[src/rtl/pipe_pkg.sv]
// Pipeline-wide constants shared by the ID-stage hazard logic.
package pipe_pkg;

    localparam int unsigned SB_LAT_W = 3;
    localparam int unsigned LAT_ALU  = 1;
    localparam int unsigned LAT_LOAD = 2;
    localparam int unsigned LAT_MUL  = 4;

endpackage

[src/rtl/sb_entry.sv]
// One scoreboard slot: cycles remaining until the register's pending result is forwardable.
module sb_entry #(
    parameter int unsigned LAT_W = 3
) (
    input  logic             clk,
    input  logic             reset,
    input  logic             load,
    input  logic [LAT_W-1:0] lat,
    output logic [LAT_W-1:0] cnt,
    output logic             zero_c
);

    // A new producer's latency overrides the running countdown.
    always_ff @(posedge clk) begin
        if (reset) begin
            cnt <= '0;
        end else if (load) begin
            cnt <= lat;
        end else if (cnt != '0) begin
            cnt <= cnt - LAT_W'(1);
        end
    end

    assign zero_c = (cnt == '0);

endmodule

[src/rtl/scoreboard_stall_unit.sv]
// Register scoreboard for the ID stage: detects RAW/WAW hazards against in-flight
// producers, generates the pipeline stall and counts stalled cycles.
module scoreboard_stall_unit
    import pipe_pkg::*;
#(
    parameter int unsigned NREG  = 32,
    parameter int unsigned LAT_W = SB_LAT_W,
    parameter int unsigned CNT_W = 32
) (
    input  logic                      clk,
    input  logic                      reset,
    input  logic                      id_valid,
    input  logic [$clog2(NREG)-1:0]   id_rs_addr,
    input  logic [$clog2(NREG)-1:0]   id_rt_addr,
    input  logic                      id_rs_used,
    input  logic                      id_rt_used,
    input  logic                      id_wr_en,
    input  logic [$clog2(NREG)-1:0]   id_wr_addr,
    input  logic [LAT_W-1:0]          id_lat,
    input  logic                      id_flush,
    output logic                      stall,
    output logic                      rs_hazard,
    output logic                      rt_hazard,
    output logic                      waw_hazard,
    output logic                      busy,
    output logic [CNT_W-1:0]          stall_cycles
);

    localparam int unsigned AW = $clog2(NREG);
    localparam logic [CNT_W-1:0] CNT_MAX = '1;

    logic [LAT_W-1:0] cnt     [NREG];
    logic             pending [NREG];
    logic             issue;
    logic             wr_track;

    // r0 is hardwired available and never gets an entry.
    assign cnt[0]     = '0;
    assign pending[0] = 1'b0;

    for (genvar r = 1; r < NREG; r++) begin : g_entry
        logic zero;

        sb_entry #(
            .LAT_W (LAT_W)
        ) u_entry (
            .clk    (clk),
            .reset  (reset),
            .load   (wr_track && (id_wr_addr == AW'(r))),
            .lat    (id_lat),
            .cnt    (cnt[r]),
            .zero_c (zero)
        );

        assign pending[r] = ~zero;
    end

    // Hazards only see registered state, so a self-referencing instruction never blocks itself.
    always_comb begin
        rs_hazard  = ~reset & id_valid & id_rs_used & (id_rs_addr != '0)
                   & (cnt[id_rs_addr] != '0);
        rt_hazard  = ~reset & id_valid & id_rt_used & (id_rt_addr != '0)
                   & (cnt[id_rt_addr] != '0);
        waw_hazard = ~reset & id_valid & id_wr_en & (id_wr_addr != '0)
                   & (cnt[id_wr_addr] > id_lat);
        stall      = reset | (~id_flush & (rs_hazard | rt_hazard | waw_hazard));
        issue      = id_valid & ~stall & ~id_flush & ~reset;
        wr_track   = issue & id_wr_en & (id_wr_addr != '0);
    end

    always_comb begin
        busy = 1'b0;
        for (int unsigned r = 0; r < NREG; r++) begin
            busy = busy | pending[r];
        end
    end

    // Saturating performance counter of cycles a valid instruction was held.
    always_ff @(posedge clk) begin
        if (reset) begin
            stall_cycles <= '0;
        end else if (stall && id_valid && (stall_cycles != CNT_MAX)) begin
            stall_cycles <= stall_cycles + CNT_W'(1);
        end
    end

endmodule

[config.mk]
export PLATFORM = sky130hd
export DESIGN_NAME = scoreboard_stall_unit
export DESIGN_NICKNAME = d
export VERILOG_FILES = /design/src/rtl/pipe_pkg.sv /design/src/rtl/sb_entry.sv /design/src/rtl/scoreboard_stall_unit.sv
export SDC_FILE = /design/constraint.sdc
export NUM_CORES = 1
export LEC_CHECK = 0
export CAP_MARGIN = 10
export CORE_MARGIN = 3
export CORE_UTILIZATION = 55
export DETAILED_ROUTE_END_ITERATION = 7
export PLACE_DENSITY_LB_ADDON = 0.15
export REMOVE_ABC_BUFFERS = 1
export SYNTH_ARGS = -nofsm -noshare
export SYNTH_HDL_FRONTEND = slang
export SYNTH_SLANG_ARGS = --single-unit
export TNS_END_PERCENT = 50
[constraint.sdc]
create_clock -name clk -period 5.15 [get_ports clk]
set_clock_uncertainty 0.1 [all_clocks]
set_input_delay 1.03 -clock clk [delete_from_list [all_inputs] [get_ports clk]]
set_output_delay 1.03 -clock clk [all_outputs]
set_load 0.02 [all_outputs]
==> results.txt, run 1 <==
----------------------------------------------------
[Route]
  Antenna-violating nets left ... 0
  Total number of vias ... 8794
  DR WL/cell ... 19.2 um
  Starting DRC count in detailed routing ... 947
  Overall routed net length ... 27.5 mm
  Via density per instance ... 6.14
  DRC errors left ... 0
  Total iterations of the first detailed-routing run ... 6

[Worst setup path]
  Crit path buffers/inverters ... 4
  Largest delay contributor family on the critical path ... multiplexers
  Critical Path Fanout Max ... 8
  Worst path cell trace ... buf_4 -> bufbuf_16 -> mux4_2 -> mux4_2 -> mux2_2 -> ha_4 -> and3_1 -> a211oi_2 -> a21oi_4 -> a21oi_2 -> buf_4 -> or2_2 -> buf_6
  CP startpoint kind ... input pin
  Max incr delay on CP ... 0.52 ns
  Critical path required time ... 4.02 ns
  Master of the slowest instance on the critical path ... mux4_2
  Critical path endpoint category ... primary output
  WP depth ... 13
  Number of cells traversed by the worst register-to-register path ... 14
  Critical Setup Path Class ... in2out
  CP Data Arrival Time ... 4.02 ns

[STA]
  Slew at the pin closest to its max-slew limit ... 0.896 ns
  Maximum clock rate ... 194 MHz
  Number of max-slew violations in the final report ... 0
  Final setup violation count ... 1
  Crit path time final ... 5.15 ns
  Smallest setup slack after layout ... -0.00318 ns
  Final worst hold slack ... 0.417 ns
  Unrepaired setup endpoints after global routing ... yes
  Worst relative slew slack ... 40.3%
  Final Hold Vio Count ... 0
  Share of the cycle needed by the critical path after routing ... 100%

[Global route]
  Tot GR Track Use ... 30.2%
  Initial antenna violation count ... 0
  Pin count of the biggest net entering global routing ... 88
  Final global-route overflow total ... 0
  Met3 usage ... 7.72%
  Wire length of the first global-routing pass ... 44.0 mm
  Peak-usage layer in the global routing report ... met2
  Global routing met2 resource utilization ... 46.3%
  Via count of the first global-routing pass ... 8323
  Met1 Usage GRT ... 40.1%

[Placement]
  Final estimated routing congestion in global placement ... 0.974
  Post-placement cell count ... 1397
  Port Buffers ... 61
  Placed wire-length estimate after detailed placement ... 19.8 mm
  Placement-stage cell area ... 10600 um2

[Floorplan]
  Area of the core region ... 16600 um2
  Effective utilization at floorplan ... 56.6%
  Boundary pin count ... 62
  Total die area ... 18700 um2
  Number of placement rows ... 47
  Die Y ... 137 um
  Overall die width ... 137 um

[Synthesis]
  Number of distinct standard cells referenced by the synthesized netlist ... 66
  Warnings, synthesis ... 0
  Fraction of post-synthesis cell area in the top cell type by area ... 26.6%
  Summed instance area of the synthesized netlist ... 9410 um2
  Part of the Yosys area used for sequential elements ... 26.6%
  Most common library cells after synthesis ... nor2_1, dfxtp_1, mux2i_1, inv_1, ha_1
  Count leader, synth ... nor2_1
  Predominant post-synthesis flop cell ... dfxtp_1
  Largest area contributor in the synthesized netlist ... dfxtp_1
  Avg Synthesized Cell Area ... 8.46 um2
  Flip-flop and latch count after synthesis ... 125
  Dominant cells by area after synthesis ... dfxtp_1, ha_1, mux2i_1, mux4_2, nor2_1
  Async set-or-reset flop fraction in the synthesized netlist ... 0%
  Gate count of the mapped netlist ... 1113
  Number of synthesized flops with an enable pin ... 0

[Finish]
  Sequential cell area in the final layout ... 2500 um2
  Area of the multi-input gates ... 6410 um2
  Number of filler cells placed in the layout ... 1375
  Design Area, Final ... 11300 um2
  Ant. Diodes ... 0
  Final cell count without fillers ... 1433
  Post-layout net count ... 1291
  Area growth from synthesis to layout ... 19.7%
  Share of post-route cells with drive strength above 1 ... 14.9%

[Clock tree]
  Clock insertion delay at the later pin of the skew report ... 0.43 ns
  Clock-pin slew on the worst setup and hold paths ... 0.06 ns
  Number of sinks driven by the clock tree ... 125
  Clock tree root buffer cell ... clkbuf_16
  Post-CTS Hold Fix Bufs ... 0
  Number of buffers on the longest clock path ... 2
  Clock buffers created by TritonCTS ... 17
  H-Tree Depth ... 4
  TritonCTS clock tree ... built

[Flow run]
  Count of max-cap constraint violations ... 0

[Min path]
  Min-delay worst type ... reg2reg
  Instance count along the most critical hold path ... 2

[Power and ir drop]
  Leakage power total ... 4.79 nW
  Pwr dens ... 507 nW/um2
  Maximum resistive drop on vdd ... 0.327 mV

[Outcome]
  Run status ... finished, violations left
  Violated checks ... setup timing

----------------------------------------------------
## state kept, by name, summed over array words and instances, names as in the netlist
signal	count
g_entry.u_entry.cnt	93
stall_cycles	32
## report_power, final
part	switching, mW	total [mW]	leakage [nW]	internal, mW
logic	1.38	2.77	3.48	1.39
clock network	0.484	1.22	0.282	0.739
registers	0.448	1.72	1.03	1.27
total	2.31	5.71	4.79	3.40
## placed cells by master (no fill, tap or decap), drive strengths merged, types with 3 or more instances in the layout
cell type      count
clkinvlp           4
mux2              18
o211ai             6
xnor2             44
clkinv             5
nor3              43
a311oi             3
nor4              19
nor2b             51
a21oi             43
and3              13
nand3             54
clkdlybuf4s50     56
and4               5
buf               70
nand3b             4
inv               77
a211oi            29
nor2             159
nand2b             3
or4                3
a2111oi            3
ha                66
nand4             23
nor3b              4
dfxtp            125
nand2             50
or2                7
a21o              25
mux2i             80
o22ai              3
clkbuf            19
nor4b              4
o21ai             26
or3                8
mux4              35
## tightest hold or removal path, stage by stage, from the launching register on
cell and delay, ns:
dfxtp_1 0.33, o21ai_0 0.08, a21oi_1 0.06
## path summary, 6_finish.rpt
| check | startpoint | to | slack, ns |
|---|---|---|---|
| min reg2reg | stall_cycles[1] | stall_cycles[1] | 0.42 |
| min | stall_cycles[1] | stall_cycles[1] | 0.42 |
| max reg2reg | g_entry[14].u_entry.cnt[1] | stall_cycles[22] | 1.13 |
| max | id_wr_addr[0] | stall | -0.003 |
## metrics by stage
step	util, %	TNS, ns	worst slack (ns)	power [mW]
final	67.7	-0.00318	-0.00318	5.71
after global routing	67.7	-0.0496	-0.0417	6.16
after CTS	67.5	-0.0173	-0.0173	5.68
after detailed placement	63.5	-10.64	-0.900	4.42
after global placement	63.5	-9.24	-0.889	4.35
after floorplan	-	0	0.137	3.69
## metal layers
layer / part of all wire [%] / routed length [um] / up-vias
li1: - / - / 4145
met2: 45 / 12400 / 422
met1: 42 / 11600 / 4124
met5: 0 / 0 / -
met4: 4.2 / 1150 / 0
met3: 8.8 / 2410 / 103
## cell families (layout without fill, tap and decap cells)
family | after synthesis | count (layout) | synth area share (%)
AND/OR/NAND/NOR | 452 | 452 | 23.9
buffers and inverters | 135 | 235 | 5.70
flip-flops | 125 | 125 | 26.6
multiplexers | 133 | 133 | 19.0
AO/OA/AOI/OAI | 157 | 157 | 11.9
XOR/XNOR | 45 | 45 | 4.19
adder cells (fa/ha/maj) | 66 | 66 | 8.77
## layout make-up
| class | count | area share, % |
|---|---|---|
| clock buffers | 19 | 4.02 |
| inverters | 75 | 2.50 |
| flip-flops and latches | 125 | 22.2 |
| repair buffers | 128 | 10.7 |
| clock inverters | 13 | 1.24 |
| multi-input cells | 853 | 56.9 |
| well taps | 220 | 2.44 |
## repair_timing
action	4_1_cts	5_1_grt
gates resized for setup	17	6
cloned	1	0
pin swaps	3	3
setup buffers	3	0
endpoints found under the hold margin	0	0
endpoints found under the setup margin	2	3
(Power assumes the default switching activity.)
==> inputs of run 2 (changes only) <==
- CORE_ASPECT_RATIO: unset -> 1.75
==> run 2 against run 1 <==
  * The run now ends clean
  * Via count rose by 1.8%
  * Count of clock-buffer cells in the layout fell by 1
  * Critical path depth rose by 1
  * Hold slack improved by 0.038 ns
  * Global-route usage rose by 3.2 points
  * Sequential power barely moved
  * Combinational power rose by 4%
  * Clock power barely moved
  * Total power rose by 1.9%
  * Highest routed layer unchanged
  * First-iteration DRC count fell by 23%
  * Die area rose by 0.33%
==> results.txt, run 2 (same netlist as run 1, synthesis figures left out) <==
----------------------------------------------------
[Worst setup path]
  Largest delay contributor family on the critical path ... multiplexers (unchanged)
  Critical Setup Path Class ... in2out (unchanged)
  Worst path cell trace ... buf_6 -> buf_12 -> buf_12 -> mux4_2 -> mux4_2 -> mux2_2 -> ha_1 -> and3_1 -> a211oi_2 -> a21oi_4 -> a21oi_2 -> buf_4 -> or2_2 -> buf_6 (was buf_4 -> bufbuf_16 -> mux4_2 -> mux4_2 -> mux2_2 -> ha_4 -> and3_1 -> a211oi_2 -> a21oi_4 -> a21oi_2 -> buf_4 -> or2_2 -> buf_6)
  CP startpoint kind ... input pin (unchanged)
  Critical path endpoint category ... primary output (unchanged)
  Launching instance or port of the critical path ... id_wr_addr[0] (unchanged)
  Master of the slowest instance on the critical path ... mux4_2 (unchanged)
  CP Data Arrival Time ... 3.94 ns (was 4.02 ns)
  Critical path required time ... 4.02 ns (about the same)
  Critical Path Fanout Max ... 7 (was 8)
  Crit path buffers/inverters ... 5 (was 4)
  Max incr delay on CP ... 0.48 ns (was 0.52 ns)
  Source of the worst register-to-register timing path ... g_entry[28].u_entry.cnt[1] (was g_entry[14].u_entry.cnt[1])

[Route]
  Overall routed net length ... 30.4 mm (was 27.5 mm)
  Total number of vias ... 8950 (was 8794)
  DRC errors left ... 0 (unchanged)
  Total iterations of the first detailed-routing run ... 7 (was 6)
  DR WL/cell ... 21.0 um (was 19.2 um)
  Via density per instance ... 6.18 (was 6.14)
  Antenna-violating nets left ... 0 (unchanged)
  Starting DRC count in detailed routing ... 726 (was 947)

[Power and ir drop]
  Proportion of total power due to net switching ... 41.3% (was 40.5%)
  Proportion of power drawn by combinational gates ... 49.6% (was 48.5%)
  Total power of the final layout ... 5.82 mW (was 5.71 mW)
  Switching power ... 2.41 mW (was 2.31 mW)
  Internal power of the cells ... 3.42 mW (was 3.40 mW)
  Leakage power total ... 4.86 nW (was 4.79 nW)
  Maximum resistive drop on vdd ... 0.268 mV (was 0.327 mV)
  Pwr dens ... 512 nW/um2 (was 507 nW/um2)
  Part of the total power dissipated in the clock network ... 20.5% (was 21.4%)
  Register share of total power ... 29.9% (was 30.1%)

[Floorplan]
  Area of the core region ... 16600 um2 (about the same)
  Boundary pin count ... 62 (unchanged)
  Number of placement rows ... 62 (was 47)
  Total die area ... 18800 um2 (was 18700 um2)
  Die Y ... 179 um (was 137 um)
  Overall die width ... 105 um (was 137 um)
  Effective utilization at floorplan ... 56.7% (was 56.6%)

[Finish]
  Share of post-route cells with drive strength above 1 ... 15.4% (was 14.9%)
  Final cell count without fillers ... 1449 (was 1433)
  Area growth from synthesis to layout ... 20.9% (was 19.7%)
  Top flop regs ... g_entry.u_entry.cnt x93, stall_cycles x32 (unchanged)
  Design Area, Final ... 11400 um2 (was 11300 um2)
  Most flops, register ... g_entry.u_entry.cnt (unchanged)
  Commonest cells after routing, fill and taps aside ... nor2_1, dfxtp_1, mux2i_1 (unchanged)
  Max FFs per register ... 93 (unchanged)
  Most frequent standard cell in the layout excluding fill and tap cells ... nor2_1 (unchanged)
  Final core utilization ... 68.5% (was 67.7%)
  Post-layout net count ... 1304 (was 1291)
  Ant. Diodes ... 0 (unchanged)

[Global route]
  Initial antenna violation count ... 0 (unchanged)
  Tot GR Track Use ... 33.4% (was 30.2%)
  Final global-route overflow total ... 0 (unchanged)
  Via count of the first global-routing pass ... 8869 (was 8323)
  Pin count of the biggest net entering global routing ... 91 (was 88)
  Wire length of the first global-routing pass ... 48.3 mm (was 44.0 mm)

[Clock tree]
  Clock-pin slew on the worst setup and hold paths ... 0.06 ns (about the same)
  Post-CTS Hold Fix Bufs ... 0 (unchanged)
  Clock tree root buffer cell ... clkbuf_16 (unchanged)
  Clock insertion delay at the later pin of the skew report ... 0.43 ns (about the same)
  TritonCTS clock tree ... built (unchanged)
  Number of buffers on the longest clock path ... 2 (unchanged)
  Number of sinks driven by the clock tree ... 125 (unchanged)
  Clock buffers created by TritonCTS ... 17 (unchanged)
  H-Tree Depth ... 4 (unchanged)

[STA]
  Final setup violation count ... 0 (was 1)
  Crit path time final ... 5.07 ns (was 5.15 ns)
  Final Hold Vio Count ... 0 (unchanged)
  Smallest setup slack after layout ... 0.0774 ns (was -0.00318 ns)
  Worst relative slew slack ... 39.2% (was 40.3%)
  Maximum clock rate ... 197 MHz (was 194 MHz)
  Slew at the pin closest to its max-slew limit ... 0.911 ns (was 0.896 ns)
  Unrepaired setup endpoints after global routing ... no (was yes)
  Number of max-slew violations in the final report ... 0 (unchanged)
  Share of the cycle needed by the critical path after routing ... 98.5% (was 100%)
  Setup tns final ... 0 ns (was -0.00318 ns)
  Final worst hold slack ... 0.456 ns (was 0.417 ns)

[Placement]
  Port Buffers ... 61 (unchanged)
  Post-placement cell count ... 1413 (was 1397)
  Placement-stage cell area ... 10700 um2 (was 10600 um2)
  Final estimated routing congestion in global placement ... 1.03 (was 0.974)
  Post-placement setup slack ... -0.857 ns (was -0.900 ns)
  Placed wire-length estimate after detailed placement ... 22.5 mm (was 19.8 mm)

[Flow run]
  Count of max-cap constraint violations ... 0 (unchanged)

[Min path]
  Min-delay worst type ... reg2reg (unchanged)
  Hold Startpoint ... stall_cycles[1] (unchanged)

[Outcome]
  Run status ... completed (was finished, violations left)

----------------------------------------------------
run 2: changes by cell type in the layout (fill, tap and decap cells not counted), moves of 2 or more:
cell / delta
buf_4: +11
buf_12: +4
clkinv_4: +2
dlygate4sd2_1: +2
run 2: power groups by stage:
stage | combinational, mW | clock (mW) | sequential [mW]
CTS | 2.87 | 1.22 | 1.72
global route | 3.25 | 1.25 | 1.77
finish | 2.89 | 1.20 | 1.74
global placement | 2.74 | 0 | 1.73
floorplan | 2.13 | 0 | 1.55
detailed placement | 2.83 | 0 | 1.74
run 2: path summary, 6_finish.rpt:
| kind | endpoint | slack [ns] | depth (start not counted) |
|---|---|---|---|
| setup / recovery | stall | 0.08 | 14 |
| setup reg to reg | stall_cycles[20] | 1.11 | 14 |
| hold / removal | stall_cycles[1] | 0.46 | 2 |
| hold reg to reg | stall_cycles[1] | 0.46 | 2 |
run 2: final cells by class:
cell class | instances | area, um2
Timing Repair Buffer | 141 | 1340
Multi-Input combinational cell | 853 | 6390
Clock inverter | 13 | 144
Fill cell | 1430 | 5230
Inverter | 75 | 282
Clock buffer | 18 | 439
Tap cell | 224 | 280
Sequential cell | 125 | 2500
run 2: routing by layer:
metal  GRT usage, %  vias up  part of all wire, %
met1           34.5     4184                   35
met5              0        -                    0
li1               -     4174                    -
met4           26.9        0                  9.0
met3           5.41      158                  5.8
met2           59.4      434                   51
run 2: worst reg2reg max path: stages (launching register included):
cell,delay (ns)
dfxtp_1,0.39
mux4_2,0.47
mux4_2,0.48
mux2_2,0.30
ha_4,0.27
nor2b_1,0.12
o21ai_1,0.07
a211oi_2,0.35
buf_4,0.21
or2_2,0.14
a221oi_4,0.05
buf_12,0.16
nor3_1,0.42
nand3_1,0.14
mux2_2,0.28
run 2: what timing repair did:
action / CTS / global route
buffers inserted: 0 / 4
cloned: 1 / 0
endpoints found under the setup margin: 3 / 2
pin swaps: 2 / 3
gates resized for setup: 17 / 2
==> inputs of run 3 (changes only) <==
--- a/config.mk
+++ b/config.mk
@@ -11,4 +11,5 @@
 export CORE_UTILIZATION = 55
 export DETAILED_ROUTE_END_ITERATION = 7
+export HOLD_SLACK_MARGIN = 0.06
 export PLACE_DENSITY_LB_ADDON = 0.15
 export REMOVE_ABC_BUFFERS = 1
--- a/constraint.sdc
+++ b/constraint.sdc
@@ -3,3 +3,3 @@
 set_input_delay 1.03 -clock clk [delete_from_list [all_inputs] [get_ports clk]]
 set_output_delay 1.03 -clock clk [all_outputs]
-set_load 0.02 [all_outputs]
+set_load 0.05 [all_outputs]
==> run 3 against run 2 <==
  * Worst setup slack worse by 0.052 ns
  * Global-route usage is 0.73 points lower
  * Count of clock-buffer cells in the layout is 4 higher
  * Final area is 0.22% higher
  * First-iteration DRC count is 5.4% lower
  * Combinational power hardly changed
  * Register-to-register slack worse by 0.06 ns
  * Die area stayed put
  * Clock power is 3% higher
  * Hold slack worse by 0.034 ns
  * Largest cell class unchanged
==> results.txt, run 3 (same netlist as run 1, synthesis figures left out) <==
----------------------------------------------------
[Outcome]
  Run status ... completed (unchanged)

[Global route]
  Via count of the first global-routing pass ... 8994 (was 8869)
  Initial antenna violation count ... 0 (unchanged)
  Pin count of the biggest net entering global routing ... 72 (was 91)
  Tot GR Track Use ... 32.7% (was 33.4%)
  Final global-route overflow total ... 0 (unchanged)
  Wire length of the first global-routing pass ... 47.4 mm (was 48.3 mm)

[Power and ir drop]
  Maximum resistive drop on vdd ... 0.272 mV (was 0.268 mV)
  Pwr dens ... 515 nW/um2 (was 512 nW/um2)
  Leakage power total ... 4.83 nW (was 4.86 nW)

[Clock tree]
  TritonCTS clock tree ... built (unchanged)
  Clock insertion delay at the later pin of the skew report ... 0.42 ns (was 0.43 ns)
  Clock buffers created by TritonCTS ... 17 (unchanged)
  Number of sinks driven by the clock tree ... 125 (unchanged)
  H-Tree Depth ... 4 (unchanged)
  Clock-pin slew on the worst setup and hold paths ... 0.06 ns (about the same)
  Clock tree root buffer cell ... clkbuf_16 (unchanged)
  Number of buffers on the longest clock path ... 2 (unchanged)

[Floorplan]
  Number of placement rows ... 62 (unchanged)
  Area of the core region ... 16600 um2 (unchanged)
  Overall die width ... 105 um (unchanged)
  Boundary pin count ... 62 (unchanged)
  Die Y ... 179 um (unchanged)
  Total die area ... 18800 um2 (unchanged)
  Effective utilization at floorplan ... 56.7% (unchanged)

[STA]
  Final setup violation count ... 0 (unchanged)
  Unrepaired setup endpoints after global routing ... yes (was no)
  Share of the cycle needed by the critical path after routing ... 99.5% (was 98.5%)
  Setup tns final ... 0 ns (unchanged)
  Crit path time final ... 5.12 ns (was 5.07 ns)
  Slew at the pin closest to its max-slew limit ... 0.726 ns (was 0.911 ns)
  Worst relative slew slack ... 51.6% (was 39.2%)
  Number of max-slew violations in the final report ... 0 (unchanged)
  Final Hold Vio Count ... 0 (unchanged)
  Maximum clock rate ... 195 MHz (was 197 MHz)
  Smallest setup slack after layout ... 0.0256 ns (was 0.0774 ns)

[Finish]
  Most frequent standard cell in the layout excluding fill and tap cells ... nor2_1 (unchanged)
  Post-layout net count ... 1293 (was 1304)
  Area growth from synthesis to layout ... 21.1% (was 20.9%)
  Commonest cells after routing, fill and taps aside ... nor2_1, dfxtp_1, mux2i_1 (unchanged)
  Ant. Diodes ... 0 (unchanged)
  Share of post-route cells with drive strength above 1 ... 15.2% (was 15.4%)
  Most flops, register ... g_entry.u_entry.cnt (unchanged)
  Max FFs per register ... 93 (unchanged)
  Top flop regs ... g_entry.u_entry.cnt x93, stall_cycles x32 (unchanged)

[Worst setup path]
  Crit path buffers/inverters ... 5 (unchanged)
  CP startpoint kind ... input pin (unchanged)
  Largest delay contributor family on the critical path ... multiplexers (unchanged)
  Worst path cell trace ... buf_4 -> buf_12 -> buf_4 -> buf_4 -> mux2i_2 -> o22ai_1 -> mux4_2 -> mux2i_1 -> ha_1 -> and3_4 -> a211oi_4 -> a21oi_4 -> a21oi_4 -> or2_4 -> buf_12 (was buf_6 -> buf_12 -> buf_12 -> mux4_2 -> mux4_2 -> mux2_2 -> ha_1 -> and3_1 -> a211oi_2 -> a21oi_4 -> a21oi_2 -> buf_4 -> or2_2 -> buf_6)
  Critical path required time ... 4.02 ns (about the same)
  Master of the slowest instance on the critical path ... mux4_2 (unchanged)
  Critical Setup Path Class ... in2out (unchanged)
  Max incr delay on CP ... 0.49 ns (was 0.48 ns)
  Critical path endpoint category ... primary output (unchanged)
  Critical Path Fanout Max ... 13 (was 7)
  CP Data Arrival Time ... 3.99 ns (was 3.94 ns)
  Cell seen most often among critical-path stages ... buf_4

[Placement]
  Port Buffers ... 61 (unchanged)
  Final estimated routing congestion in global placement ... 1.00 (was 1.03)
  Post-placement setup slack ... -0.493 ns (was -0.857 ns)
  Placed wire-length estimate after detailed placement ... 22.0 mm (was 22.5 mm)

[Route]
  Routed met1 length ... 10.1 mm (was 10.5 mm)
  Met2 wire length ... 15.4 mm (about the same)
  Highest layer used for signal routing ... met4 (unchanged)
  Starting DRC count in detailed routing ... 687 (was 726)
  Antenna-violating nets left ... 0 (unchanged)
  DRC errors left ... 0 (unchanged)
  DR WL/cell ... 21.1 um (was 21.0 um)
  Met3 wire length ... 2.03 mm (was 1.77 mm)
  Total iterations of the first detailed-routing run ... 7 (unchanged)
  Total number of vias ... 9017 (was 8950)
  Via density per instance ... 6.28 (was 6.18)
  Overall routed net length ... 30.3 mm (was 30.4 mm)

[Flow run]
  Count of max-cap constraint violations ... 0 (unchanged)

[Min path]
  Min-delay worst type ... reg2reg (unchanged)

----------------------------------------------------
-- run 3: path summary, 6_finish.rpt --
kind                              startpoint               end  slack [ns]  depth (start not counted)
hold / removal               stall_cycles[1]   stall_cycles[1]        0.42                          2
setup reg to reg  g_entry[31].u_entry.cnt[1]  stall_cycles[12]        1.05                         15
setup / recovery               id_wr_addr[1]             stall        0.03                         15
hold reg to reg              stall_cycles[1]   stall_cycles[1]        0.42                          2
-- run 3: metal layers --
metal	global-route usage (%)	up-vias
li1	-	4131
met1	32.1	4249
met2	59.2	458
met3	5.51	179
met4	27.7	0
met5	0	-
-- run 3: what timing repair did --
| action | in CTS | in global routing |
|---|---|---|
| endpoints found under the hold margin | 0 | 0 |
| gates resized for setup | 13 | 14 |
| hold buffers | 0 | 0 |
| pin swaps | 3 | 4 |
| endpoints found under the setup margin | 2 | 1 |
| setup buffers | 4 | 5 |
-- run 3: per-stage QoR --
step	instances	total power, mW	instance area, um2	util, %	hold WS [ns]
2_1_floorplan	1053	3.69	9160	-	0.448
3_3_place_gp	1399	4.43	10600	64.1	0.418
3_5_place_dp	1399	4.52	10600	64.1	0.423
4_1_cts	1431	5.80	11300	68.0	0.434
5_1_grt	1436	6.29	11400	68.7	0.477
6_report	1436	5.87	11400	68.7	0.421
-- run 3: tightest hold or removal path: cells and delay by family, from the launching register on --
family | cells | cell delay (ns)
compound gates | 2 | 0.14
flops | 1 | 0.33
-- run 3: final cells by class --
| type | instances | area [um2] |
|---|---|---|
| Multi-Input combinational cell | 853 | 6450 |
| Fill cell | 1424 | 5200 |
| Sequential cell | 125 | 2500 |
| Timing Repair Buffer | 130 | 1290 |
| Clock buffer | 22 | 484 |
| Inverter | 75 | 282 |
| Tap cell | 224 | 280 |
| Clock inverter | 7 | 113 |
-- run 3: report_power, final --
group | internal (mW) | switching, mW
clock | 0.802 | 0.437
sequential | 1.27 | 0.481
combinational | 1.41 | 1.46
total | 3.49 | 2.38
==> RTL edit (config.mk and constraints of run 1) <==
The package constant `SB_LAT_W` goes from 3 to 6.
--- a/src/rtl/pipe_pkg.sv
+++ b/src/rtl/pipe_pkg.sv
@@ -2,5 +2,5 @@
 package pipe_pkg;
 
-    localparam int unsigned SB_LAT_W = 3;
+    localparam int unsigned SB_LAT_W = 6;
     localparam int unsigned LAT_ALU  = 1;
     localparam int unsigned LAT_LOAD = 2;
Ports: changed (resized id_lat); port bits go from 62 to 65. No check against the original RTL was run, so the function may have changed too.
==> RTL edit against run 1 <==
- total power up 85%
- highest routed layer is now met5
- design area up 66%
- worst setup slack worse by 0.30 ns
- sequential cell count up 93
- the flow still finishes with violations (setup timing)
- die area up 63%
- largest power group unchanged
- synthesized area up 66%
- sequential share of layout area up 1.1 points
- synthesized cell count up 69%
- wire length up 97%
==> RTL edit: results <==
outcome:
  status: "finished with violations"
  violations: "setup timing"
sta:
  setup_viol: 3
  finalWorstSetupSlack_ns: -0.302
  relSlewSlack_pct: 38.5
placement:
  dp_hpwl_um: 39400
  placed_cell_area_mm2: 0.0177
  place_inst: 2370
finish:
  largestRegisters: "g_entry.u_entry.cnt: 186 flops, stall_cycles: 32 flops"
  drive_above_1_share_pct: 16.5
  seq_area_mm2: 0.00436
  clock_buffers: 38
  inverters_excl_clock: 83
  multi_input_area_share_pct: 57.0
  buffer_area_share_pct: 11.3
detailed_routing:
  drtIter0Drc: 1730
  viasPerCell: 6.37
  wl_um: 54100
global_route:
  grt_max_degree: 82
  grt_pass1_vias: 14300
  track_usage_pct: 34.7
  antenna_found_initial: 2
  grt_pass1_wl_um: 84400
  met2_usage_pct: 53.8
yosys:
  synth_common_cells: "329 x nor2_1, 218 x dfxtp_1, 148 x mux2i_1"
  synth-compound-area-share_pct: 15.3
  ys_types: 65
cts:
  cts_max_path_buffers: 3
power_and_ir_drop:
  p_leak_nw: 7.96
  p_clk_share_pct: 16.9
## RTL edit: cell count changes in the layout (fill, tap and decap cells not counted), sizes merged, moves of 34 or more
cell           run 1  this run
mux2i             80       148
buf               70       173
nor3              43       103
o21ai             26        67
dfxtp            125       218
or4                3        46
nor2             159       329
nand2             50       132
nor2b             51        17
o211ai             6        50
## RTL edit: timing repair
action | in CTS | in global routing
gates resized for setup | 33 | 17
hold buffers | 0 | 0
pin swaps | 5 | 9
cloned | 1 | 0
buffers inserted | 5 | 5
endpoints found under the setup margin | 69 | 48
## RTL edit: path summary, 6_finish.rpt
kind	from	to	slack (ns)	depth (start not counted)
max	id_wr_addr[0]	stall	-0.30	14
min reg2reg	stall_cycles[26]$_SDFFE_PP0P_	stall_cycles[26]$_SDFFE_PP0P_	0.42	2
min	stall_cycles[26]$_SDFFE_PP0P_	stall_cycles[26]$_SDFFE_PP0P_	0.42	2
max reg2reg	g_entry[15].u_entry.cnt[3]$_SDFFE_PP0P_	stall_cycles[31]$_SDFFE_PP0P_	0.36	14
